===== config.mk =====
export PLATFORM = sky130hd
export DESIGN_NAME = seq_shift_add_multiplier
export DESIGN_NICKNAME = d
export VERILOG_FILES = /design/src/rtl/seq_shift_add_multiplier.sv
export SDC_FILE = /design/constraint.sdc
export NUM_CORES = 1
export LEC_CHECK = 0
export BUFFER_PORTS_ARGS = -buffer_cell sky130_fd_sc_hd__buf_2
export CAP_MARGIN = 15
export CORE_UTILIZATION = 56
export DETAILED_ROUTE_END_ITERATION = 7
export HOLD_SLACK_MARGIN = 0.05
export PLACE_DENSITY = 0.78
export SETUP_SLACK_MARGIN = 0.5
export SLEW_MARGIN = 25
export SYNTH_ARGS = -nofsm -noshare
export SYNTH_HDL_FRONTEND = slang
export SYNTH_SLANG_ARGS = --single-unit

===== constraint.sdc =====
create_clock -name clk -period 2.5 [get_ports clk]
set_input_delay 0.25 -clock clk [delete_from_list [all_inputs] [get_ports clk]]
set_output_delay 0.25 -clock clk [all_outputs]
set_load 0.02 [all_outputs]

===== src/rtl/seq_shift_add_multiplier.sv =====
// Sequential shift-add multiplier. Each COMPUTE cycle adds one partial product,
// and the operands can be unsigned or two's-complement signed.
module seq_shift_add_multiplier #(
   parameter int unsigned WIDTH = 4
) (
   input  logic                 clk,
   input  logic                 rst,
   input  logic                 start_i,
   input  logic                 signed_i,
   input  logic [WIDTH-1:0]     a_i,
   input  logic [WIDTH-1:0]     b_i,
   output logic [2*WIDTH-1:0]   y_o,
   output logic                 busy_o,
   output logic                 done_o,
   output logic [1:0]           state_o
);

   localparam int unsigned PW    = 2 * WIDTH;
   localparam int unsigned CNT_W = $clog2(WIDTH);

   typedef enum logic [1:0] {
      IDLE    = 2'd0,
      COMPUTE = 2'd1,
      FINISH  = 2'd2
   } state_t;

   state_t             state_r, state_n;
   logic [WIDTH-1:0]   mag_a_r, mag_a_n;
   logic [WIDTH-1:0]   mag_b_r, mag_b_n;
   logic [PW-1:0]      acc_r, acc_n;
   logic [CNT_W-1:0]   cnt_r, cnt_n;
   logic               neg_r, neg_n;
   logic [PW-1:0]      y_n;
   logic               busy_n;
   logic               done_n;

   // State and datapath registers
   always_ff @(posedge clk) begin
      if (rst) begin
         state_r <= IDLE;
         mag_a_r <= '0;
         mag_b_r <= '0;
         acc_r   <= '0;
         cnt_r   <= '0;
         neg_r   <= 1'b0;
         y_o     <= '0;
         busy_o  <= 1'b0;
         done_o  <= 1'b0;
      end else begin
         state_r <= state_n;
         mag_a_r <= mag_a_n;
         mag_b_r <= mag_b_n;
         acc_r   <= acc_n;
         cnt_r   <= cnt_n;
         neg_r   <= neg_n;
         y_o     <= y_n;
         busy_o  <= busy_n;
         done_o  <= done_n;
      end
   end

   // Next-state and next-output logic; the sign is applied only once, in FINISH
   always_comb begin
      state_n = state_r;
      mag_a_n = mag_a_r;
      mag_b_n = mag_b_r;
      acc_n   = acc_r;
      cnt_n   = cnt_r;
      neg_n   = neg_r;
      y_n     = y_o;
      done_n  = 1'b0;

      case (state_r)
         IDLE: begin
            if (start_i) begin
               mag_a_n = (signed_i && a_i[WIDTH-1]) ? (~a_i + WIDTH'(1)) : a_i;
               mag_b_n = (signed_i && b_i[WIDTH-1]) ? (~b_i + WIDTH'(1)) : b_i;
               neg_n   = signed_i & (a_i[WIDTH-1] ^ b_i[WIDTH-1]);
               acc_n   = '0;
               cnt_n   = '0;
               state_n = COMPUTE;
            end
         end
         COMPUTE: begin
            if (mag_b_r[cnt_r]) begin
               acc_n = acc_r + (PW'(mag_a_r) << cnt_r);
            end
            cnt_n = cnt_r + CNT_W'(1);
            if (cnt_r == CNT_W'(WIDTH - 1)) begin
               state_n = FINISH;
            end
         end
         FINISH: begin
            y_n     = neg_r ? (~acc_r + PW'(1)) : acc_r;
            done_n  = 1'b1;
            state_n = IDLE;
         end
         default: begin
            state_n = IDLE;
         end
      endcase

      busy_n = (state_n == COMPUTE) || (state_n == FINISH);
   end

   assign state_o = state_r;

endmodule


# Word-level counts from Yosys, hierarchy flattened
# Cells that the tools add are included.
dict set report totals {
  word_cells 50
  input_bits 12
  out_inout_bits 12
  ff_bits 31
}
dict set report classes {
  n_eq_ne 7
  n_lt_le_gt_ge 1
  reduce_logical 8
  n_bitwise 5
  n_shift 1
  muxes 14
  addsub 5
}
# cell n
set op_table {}
lappend op_table {{8-bit two-way mux} 3}
lappend op_table {{8-bit case mux with 2 select lines} 1}
lappend op_table {{4-bit by 1-bit adder with 4-bit output (second input constant)} 2}
lappend op_table {{8-bit by 1-bit adder with 8-bit output (second input constant)} 1}
lappend op_table {{8-bit adder} 1}
lappend op_table {{4-bit two-way mux} 2}
lappend op_table {{4-bit NOT} 2}
lappend op_table {{8-bit NOT} 1}
lappend op_table {{2-bit case mux with 2 select lines} 2}
lappend op_table {{4-bit by 2-bit << shifter with 8-bit output} 1}
lappend op_table {{2-bit == test (second input constant)} 3}
lappend op_table {{2-bit two-way mux} 3}
lappend op_table {{2-bit by 1-bit == test with 1-bit output (second input constant)} 2}
lappend op_table {{2-bit inequality test (second input constant)} 2}
lappend op_table {{2-bit AND reduction} 2}
lappend op_table {{2-bit by 3-bit less-than comparator with 1-bit output (second input constant)} 1}
lappend op_table {{3-bit AND reduction} 1}
lappend op_table {{2-bit by 1-bit adder with 2-bit output (second input constant)} 1}
lappend op_table {{1-bit binary-select mux with 2-bit select} 1}
lappend op_table {{1-bit logical AND} 2}
lappend op_table {{2-bit logical NOT} 1}
lappend op_table {{1-bit two-way mux} 2}
lappend op_table {{2-bit nonzero test} 1}
lappend op_table {{1-bit AND} 1}
lappend op_table {{other kinds (2)} 2}

# Logic depth before layout (Yosys ltp)
# Gate-level depths: netlist (run 1).
dict set report depth {
  ltp_word 5
  ltp_mapped 9
  ltp_nobuf 8
}

# Least setup slack after synthesis (run 1)
# No wires, ideal clock.
dict set report synth_path {
  path_type {register -> register}
  from {register cnt_r[0]}
  to {register acc_r[4]}
  slack_ns 0.196
  t_arrival_ns 2.234
  n_path_buf 1
  path_stages_with_launch 9
  setup_time_ns 0.071
  synth_period_minus_slack_ns 2.304
  required_time_ns 2.429
  cell_sequence {dfxtp_1 > clkbuf_1 > nor3b_1 > ha_1 > fa_1 > a211oi_1 > nor2_1 > or4_1 > a21oi_1}
}
dict set report synth_via {
  elab_chain_cells 4
  elab_cells_between_ends 8
  classes_between {add/sub (1); eq/ne (1); shift (1); mux (4); reduce/logical (1)}
}
# item line_no
set synth_rtl {}
lappend synth_rtl {{from (decl)} 31} ;# logic [CNT_W-1:0] cnt_r, cnt_n;
lappend synth_rtl {{from (signal assigned)} 54} ;# cnt_r <= cnt_n;
lappend synth_rtl {{4-bit by 2-bit << shifter with 8-bit output or 1-bit binary-select mux with 2-bit select (tied branches)} {86, 85}}
lappend synth_rtl {{8-bit adder or 1-bit two-way mux (tied branches)} {86, 85}}
lappend synth_rtl {{8-bit two-way mux or 2-bit inequality test (tied branches)} -}
lappend synth_rtl {{8-bit case mux with 2 select lines or 3-bit AND reduction (tied branches)} -}
lappend synth_rtl {{to (signal assigned)} 53} ;# acc_r <= acc_n;
lappend synth_rtl {{to (decl)} 30} ;# logic [PW-1:0] acc_r, acc_n;
# Several ways; a longest one is shown, not always the timed one. The select of a mux whose other input is x is not followed.
# A chain may end at the register's enable or synchronous reset.

# Final worst setup path (run 1)
dict set report layout_path {
  from {register cnt_r[1]}
  to {register acc_r[5]}
}
# The elaborated chain is that of the path after synthesis.

==> results of run 1 <==
-- area by class of cell --
class / instances / area [um2] / area share (%)
multi-input combinational: 147 / 1170 / 54.7
timing repair buffer: 35 / 209 / 9.77
clock buffer: 8 / 68.8 / 3.22
sequential: 31 / 629 / 29.4
tap: 31 / 38.8 / 1.81
inverter: 6 / 22.5 / 1.05
-- stage by stage --
step	hold WS (ns)	worst slack [ns]	utilization, %	power, uW
5_1_grt	0.147	0.329	75.0	1100
3_5_place_dp	0.461	0.374	66.3	688
3_3_place_gp	0.455	0.424	66.3	679
6_report	0.145	0.357	75.0	1060
4_1_cts	0.140	0.455	71.2	1030
2_1_floorplan	0.376	0.494	-	649
-- flip-flops by register name (all words and copies together), names as in the netlist --
signal / flops
acc_r: 8
busy_o: 1
cnt_r: 2
done_o: 1
mag_a_r: 4
mag_b_r: 4
neg_r: 1
state_o: 2
y_o: 8
-- cell usage in the layout, fill, tap and decap left out, types with 3 or more instances in the layout --
master,netlist,routed
mux2i_1,8,7
ha_1,11,8
or2_2,4,4
a32o_1,3,3
buf_2,2,23
o31ai_1,6,5
o21ai_2,0,3
and3_1,3,3
clkbuf_4,0,5
inv_1,6,6
a21oi_1,7,4
a22o_1,6,6
dfxtp_1,31,28
nand2_1,13,11
a21oi_2,1,4
or3_1,5,5
o21ai_0,6,3
buf_4,0,11
nor2_1,22,20
nor2b_1,5,5
a211oi_1,12,10
xor2_1,8,8
-- critical path, stage by stage, from the launching register on --
cell and delay (ns):
dfxtp_4 0.42, mux2_4 0.35, nor2_4 0.12, a21oi_2 0.05, ha_4 0.27, o21a_1 0.14
a211o_1 0.32, and3_1 0.15, o31ai_1 0.26
-- what timing repair did --
action,4_1_cts,5_1_grt
pin swaps,5,17
buffers inserted,8,2
gates resized for setup,6,21
hold buffers,0,0
endpoints found under the setup margin,5,5
-- cells by family (layout without fill, tap and decap cells) --
family,count (synthesis),count (layout),share of synthesized area [%]
buffers and inverters,15,49,3.38
and+or+nand+nor,65,65,19.3
xor gates and xnor gates,10,10,5.03
muxes,12,12,7.83
DFF,31,31,35.6
AOI/OAI and AO/OA,48,48,19.8
adders and majority gates,12,12,9.05
-- worst paths after layout --
| check | depth (start not counted) | end |
|---|---|---|
| min | 2 | mag_a_r[0] |
| max | 8 | acc_r[5] |
| max reg2reg | 8 | acc_r[5] |
| min reg2reg | 1 | mag_b_r[3] |
-- power groups by stage --
stage	Combinational, uW	Sequential, uW	Clock [uW]
finish	191	536	335
global route	204	539	358
CTS	159	532	335
detailed placement	138	550	0
global placement	131	548	0
floorplan	108	541	0
-- routing by layer --
layer	track usage (%)	vias to the layer above	wire length [um]
li1	-	767	-
met1	24.6	762	1630
met2	50.8	64	2260
met3	7.59	9	230
met4	10.5	0	96
met5	0	-	0
==> impl_metrics.json, run 1 <==
{
  "critPathArrivalTime_ns": 2.39,
  "fin_crit_sh_pct": 85.7,
  "synthCells": 193,
  "hold_viol_final": 0,
  "dieWidth_um": 57.8,
  "areaGrowthSynthToFinish_pct": 22.8,
  "grt_pass1_wl_um": 6430,
  "netlist.area_leader.share_pct": 35.6,
  "synth_edf_count": 0,
  "numPlacedInstances": 240,
  "dr.pass1.iters": 6,
  "worst_pin_slew_ns": 0.951,
  "seq_area_frac_synth_pct": 35.6,
  "rows": 19,
  "finalSetupViolations": 0,
  "dieArea_um2": 3340,
  "p_comb_share_pct": 18.0,
  "min_from": "a_i[0]",
  "nFillCells": 205,
  "num_antenna_cells": 0,
  "tns_ns": 0,
  "stdcell_area_um2": 2140,
  "final_layout_size_suffix_gt1_share_pct": 33.5,
  "grt_pass1_vias": 1505,
  "cap_violations": 0,
  "cts_sinks": 31,
  "drtIter0Drc": 64,
  "clkPwrFrac_pct": 31.5,
  "start_util_pct": 61.1,
  "worst_slew_margin_rel_pct": 36.4,
  "core_area_um2": 2850,
  "slew_violations": 0,
  "overflow": 0,
  "p_int_uw": 766,
  "synthArstFlopShare_pct": 0,
  "num-nets-final": 250,
  "crit_type": "register to register",
  "drc": 3,
  "final_cells": 258,
  "rrSetupSlack_ns": 0.36,
  "synth_common_cells": "dfxtp_1, nor2_1, nand2_1",
  "synth_ff_type": "dfxtp_1",
  "skew_ns": 0.00935,
  "cp_max_fo": 7,
  "synth.avg_cell_area_um2": 9.02,
  "dieHeight_um": 57.8,
  "fmax_ghz": 0.467,
  "seqPwrFrac_pct": 50.5,
  "violations": "design-rule violations",
  "leakage_uw": 0.000951,
  "ys_top_cells_by_area": "dfxtp_1, ha_1, a211oi_1, nor2_1, mux2i_1",
  "power_density_nw_per_um2": 497,
  "grt_max_degree": 24,
  "synth_most_common_cell": "dfxtp_1",
  "num_vias": 1602,
  "synth_top_area_cell": "dfxtp_1",
  "final.min_clock_period_ns": 2.14,
  "vias_per_cell": 6.21,
  "dp_hpwl_um": 2770,
  "swShare_pct": 27.9,
  "ir_drop_mv": 0.346,
  "ys_seq_elements": 31,
  "status": "complete, but fails checks",
  "ys_warn_count": 0,
  "clk_latency_ns": 0.34,
  "timing.rr.start": "cnt_r[1]",
  "startpoint_type": "register",
  "cts-buffers-inserted": 5,
  "critPathRequiredTime_ns": 2.74,
  "antenna_found_initial": 0,
  "wl_per_cell_um": 16.3,
  "dpl-instance-area_um2": 1890,
  "h-tree-depth": 2,
  "totalWireLength_um": 4220,
  "num_io_pins": 24,
  "hold_class": "input port to register",
  "power_switching_uw": 297,
  "root_buffer": "clkbuf_4",
  "port_buffers": 23,
  "gp_congestion": 0.876,
  "ant_nets": 0,
  "clk_pin_slew_ns": 0.10,
  "syn_nets": 217,
  "rsz0062_at_grt": "true",
  "end_kind": "register",
  "synth_area_um2": 1740,
  "cts_tree": "yes",
  "grt_use_total_pct": 25.8,
  "startpoint": "cnt_r[1]",
  "clockBufferDepth": 2,
  "yosysUniqueCellTypes": 38
}
Power figures use the tool's default switching activity.
==> run 2, diff against run 1 <==
Settings changed: SETUP_SLACK_MARGIN 0.5 to 0.05.
==> impl_metrics.json, run 2 (same netlist as run 1, synthesis figures left out) <==
{
  "status": "complete, but fails checks",
  "violations": "design-rule violations",
  "clk_pin_slew_ns": 0.09,
  "fmax_ghz": 0.451,
  "cts_tree": "yes",
  "numPlacedInstances": 241,
  "totalWireLength_um": 3330,
  "stdcell_area_um2": 1930,
  "worst_slew_margin_rel_pct": 42.7,
  "port_buffers": 23,
  "critPathArrivalTime_ns": 2.47,
  "antenna_found_initial": 0,
  "crit_type": "register to register",
  "final.min_clock_period_ns": 2.22,
  "hold_buffers": 0,
  "reg_top3": "acc_r: 8 flops, y_o: 8 flops",
  "pre_cts_ws_ns": 0.162,
  "final_layout_size_suffix_gt1_share_pct": 20.6,
  "power_density_nw_per_um2": 491,
  "rsz0062_at_grt": "false",
  "dieArea_um2": 3340,
  "crit_chain": "mux2_2 > nor2_1 > a21oi_1 > ha_1 > o21a_1 > a211o_1 > and3_1 > o31ai_1",
  "grt_pass1_wl_um": 6070,
  "start_util_pct": 61.1,
  "tns_ns": 0,
  "clockBufferDepth": 2,
  "vias_per_cell": 5.98,
  "startpoint_type": "register",
  "cp_max_fo": 11,
  "dpl-instance-area_um2": 1880,
  "layout_common_cells": "dfxtp_1, buf_2, nor2_1",
  "end_kind": "register",
  "ant_nets": 0,
  "dp_hpwl_um": 2590,
  "fin_crit_sh_pct": 88.7,
  "num-nets-final": 241,
  "worst_pin_slew_ns": 0.858,
  "num_antenna_cells": 0,
  "nFillCells": 247,
  "cts-buffers-inserted": 5,
  "final_common_cell": "dfxtp_1",
  "slew_violations": 0,
  "root_buffer": "clkbuf_4",
  "areaGrowthSynthToFinish_pct": 11.1,
  "hold_viol_final": 0,
  "rows": 19,
  "reg2reg_depth": 8,
  "leakage_uw": 0.000884,
  "overflow": 0,
  "cap_violations": 0,
  "critPathRequiredTime_ns": 2.75,
  "num_io_pins": 24,
  "finalSetupViolations": 0,
  "drc": 3,
  "final_cells": 249,
  "grt_max_degree": 24,
  "timing.rr.start": "cnt_r[1]",
  "crit_path_max_incr_delay_ns": 0.45,
  "rrSetupSlack_ns": 0.28,
  "cp_slowest_cell": "dfxtp_2",
  "power_uw": 950,
  "post-cts-setup-buffers": 0,
  "gp_congestion": 0.842,
  "grt_use_total_pct": 23.9,
  "dieWidth_um": 57.8,
  "reg2reg_to": "acc_r[5]",
  "core_area_um2": 2850,
  "register_area_um2": 623,
  "hold_class": "input port to register",
  "crit_end": "acc_r[5]",
  "dr.pass1.iters": 6,
  "dieHeight_um": 57.8,
  "h-tree-depth": 2,
  "clk_latency_ns": 0.33,
  "ir_drop_mv": 0.301,
  "startpoint": "cnt_r[1]",
  "grt_pass1_vias": 1393,
  "setup_ws_ns": 0.283,
  "wl_per_cell_um": 13.4,
  "cts_sinks": 31,
  "num_vias": 1488,
  "drtIter0Drc": 57,
  "skew_ns": 0.00425,
  "multiInputGateArea_um2": 1060
}
[run 2: cell types whose count changed in the layout (fill, tap and decap cells not counted), sizes merged]
cell,before,now
buf,35,26
clkbuf,8,7
clkinv,0,1
[run 2: critical path: cells and delay by family, from the launching register on]
kind / cells / cell delay (ns)
AOI/OAI and AO/OA: 4 / 0.72
DFF: 1 / 0.45
muxes: 1 / 0.37
adders and majority gates: 1 / 0.33
and+or+nand+nor: 2 / 0.27
[run 2: layer usage]
layer / vias to the layer above / GRT usage, % / part of all wire, %
met5: - / 0 / 0
met4: 0 / 9.52 / 2.2
met1: 687 / 28.6 / 45
li1: 758 / - / -
met3: 7 / 6.25 / 3.7
met2: 36 / 41.2 / 49
[run 2: report_power, final]
group | switching (uW) | internal (uW) | leakage, uW
clock network | 165 | 109 | 0.0000293
logic | 77.8 | 63.8 | 0.000602
registers | 22.1 | 512 | 0.000253
[run 2: how the worst min path moves through the flow]
| stage | slack (ns) | from | cells after the start | end |
|---|---|---|---|---|
| 2_1_floorplan | 0.38 | b_i[0] | 1 | mag_b_r[0] |
| 3_3_place_gp | 0.46 | mag_b_r[3] | 1 | mag_b_r[3] |
| 3_5_place_dp | 0.46 | mag_b_r[3] | 1 | mag_b_r[3] |
| 4_1_cts | 0.15 | b_i[0] | 2 | mag_b_r[0] |
| 5_1_grt | 0.15 | a_i[0] | 2 | mag_a_r[0] |
| 6_report | 0.16 | b_i[0] | 2 | mag_b_r[0] |
[run 2: per-stage QoR]
step | hold WS (ns) | util, %
2_1_floorplan | 0.376 | -
3_3_place_gp | 0.456 | 66.0
3_5_place_dp | 0.462 | 66.0
4_1_cts | 0.147 | 67.7
5_1_grt | 0.147 | 67.8
6_report | 0.156 | 67.8
[run 2: layout make-up]
| type | instances | area share (%) |
|---|---|---|
| Sequential cell | 31 | 32.2 |
| Clock inverter | 1 | 0.259 |
| Inverter | 6 | 1.16 |
| Timing Repair Buffer | 26 | 7.12 |
| Multi-Input combinational cell | 147 | 54.9 |
| Tap cell | 31 | 2.01 |
| Clock buffer | 7 | 2.33 |
[run 2: repair_timing]
item,in CTS,in global routing
gates resized for setup,0,2
setup endpoints to repair,0,4
hold endpoints to repair,0,0
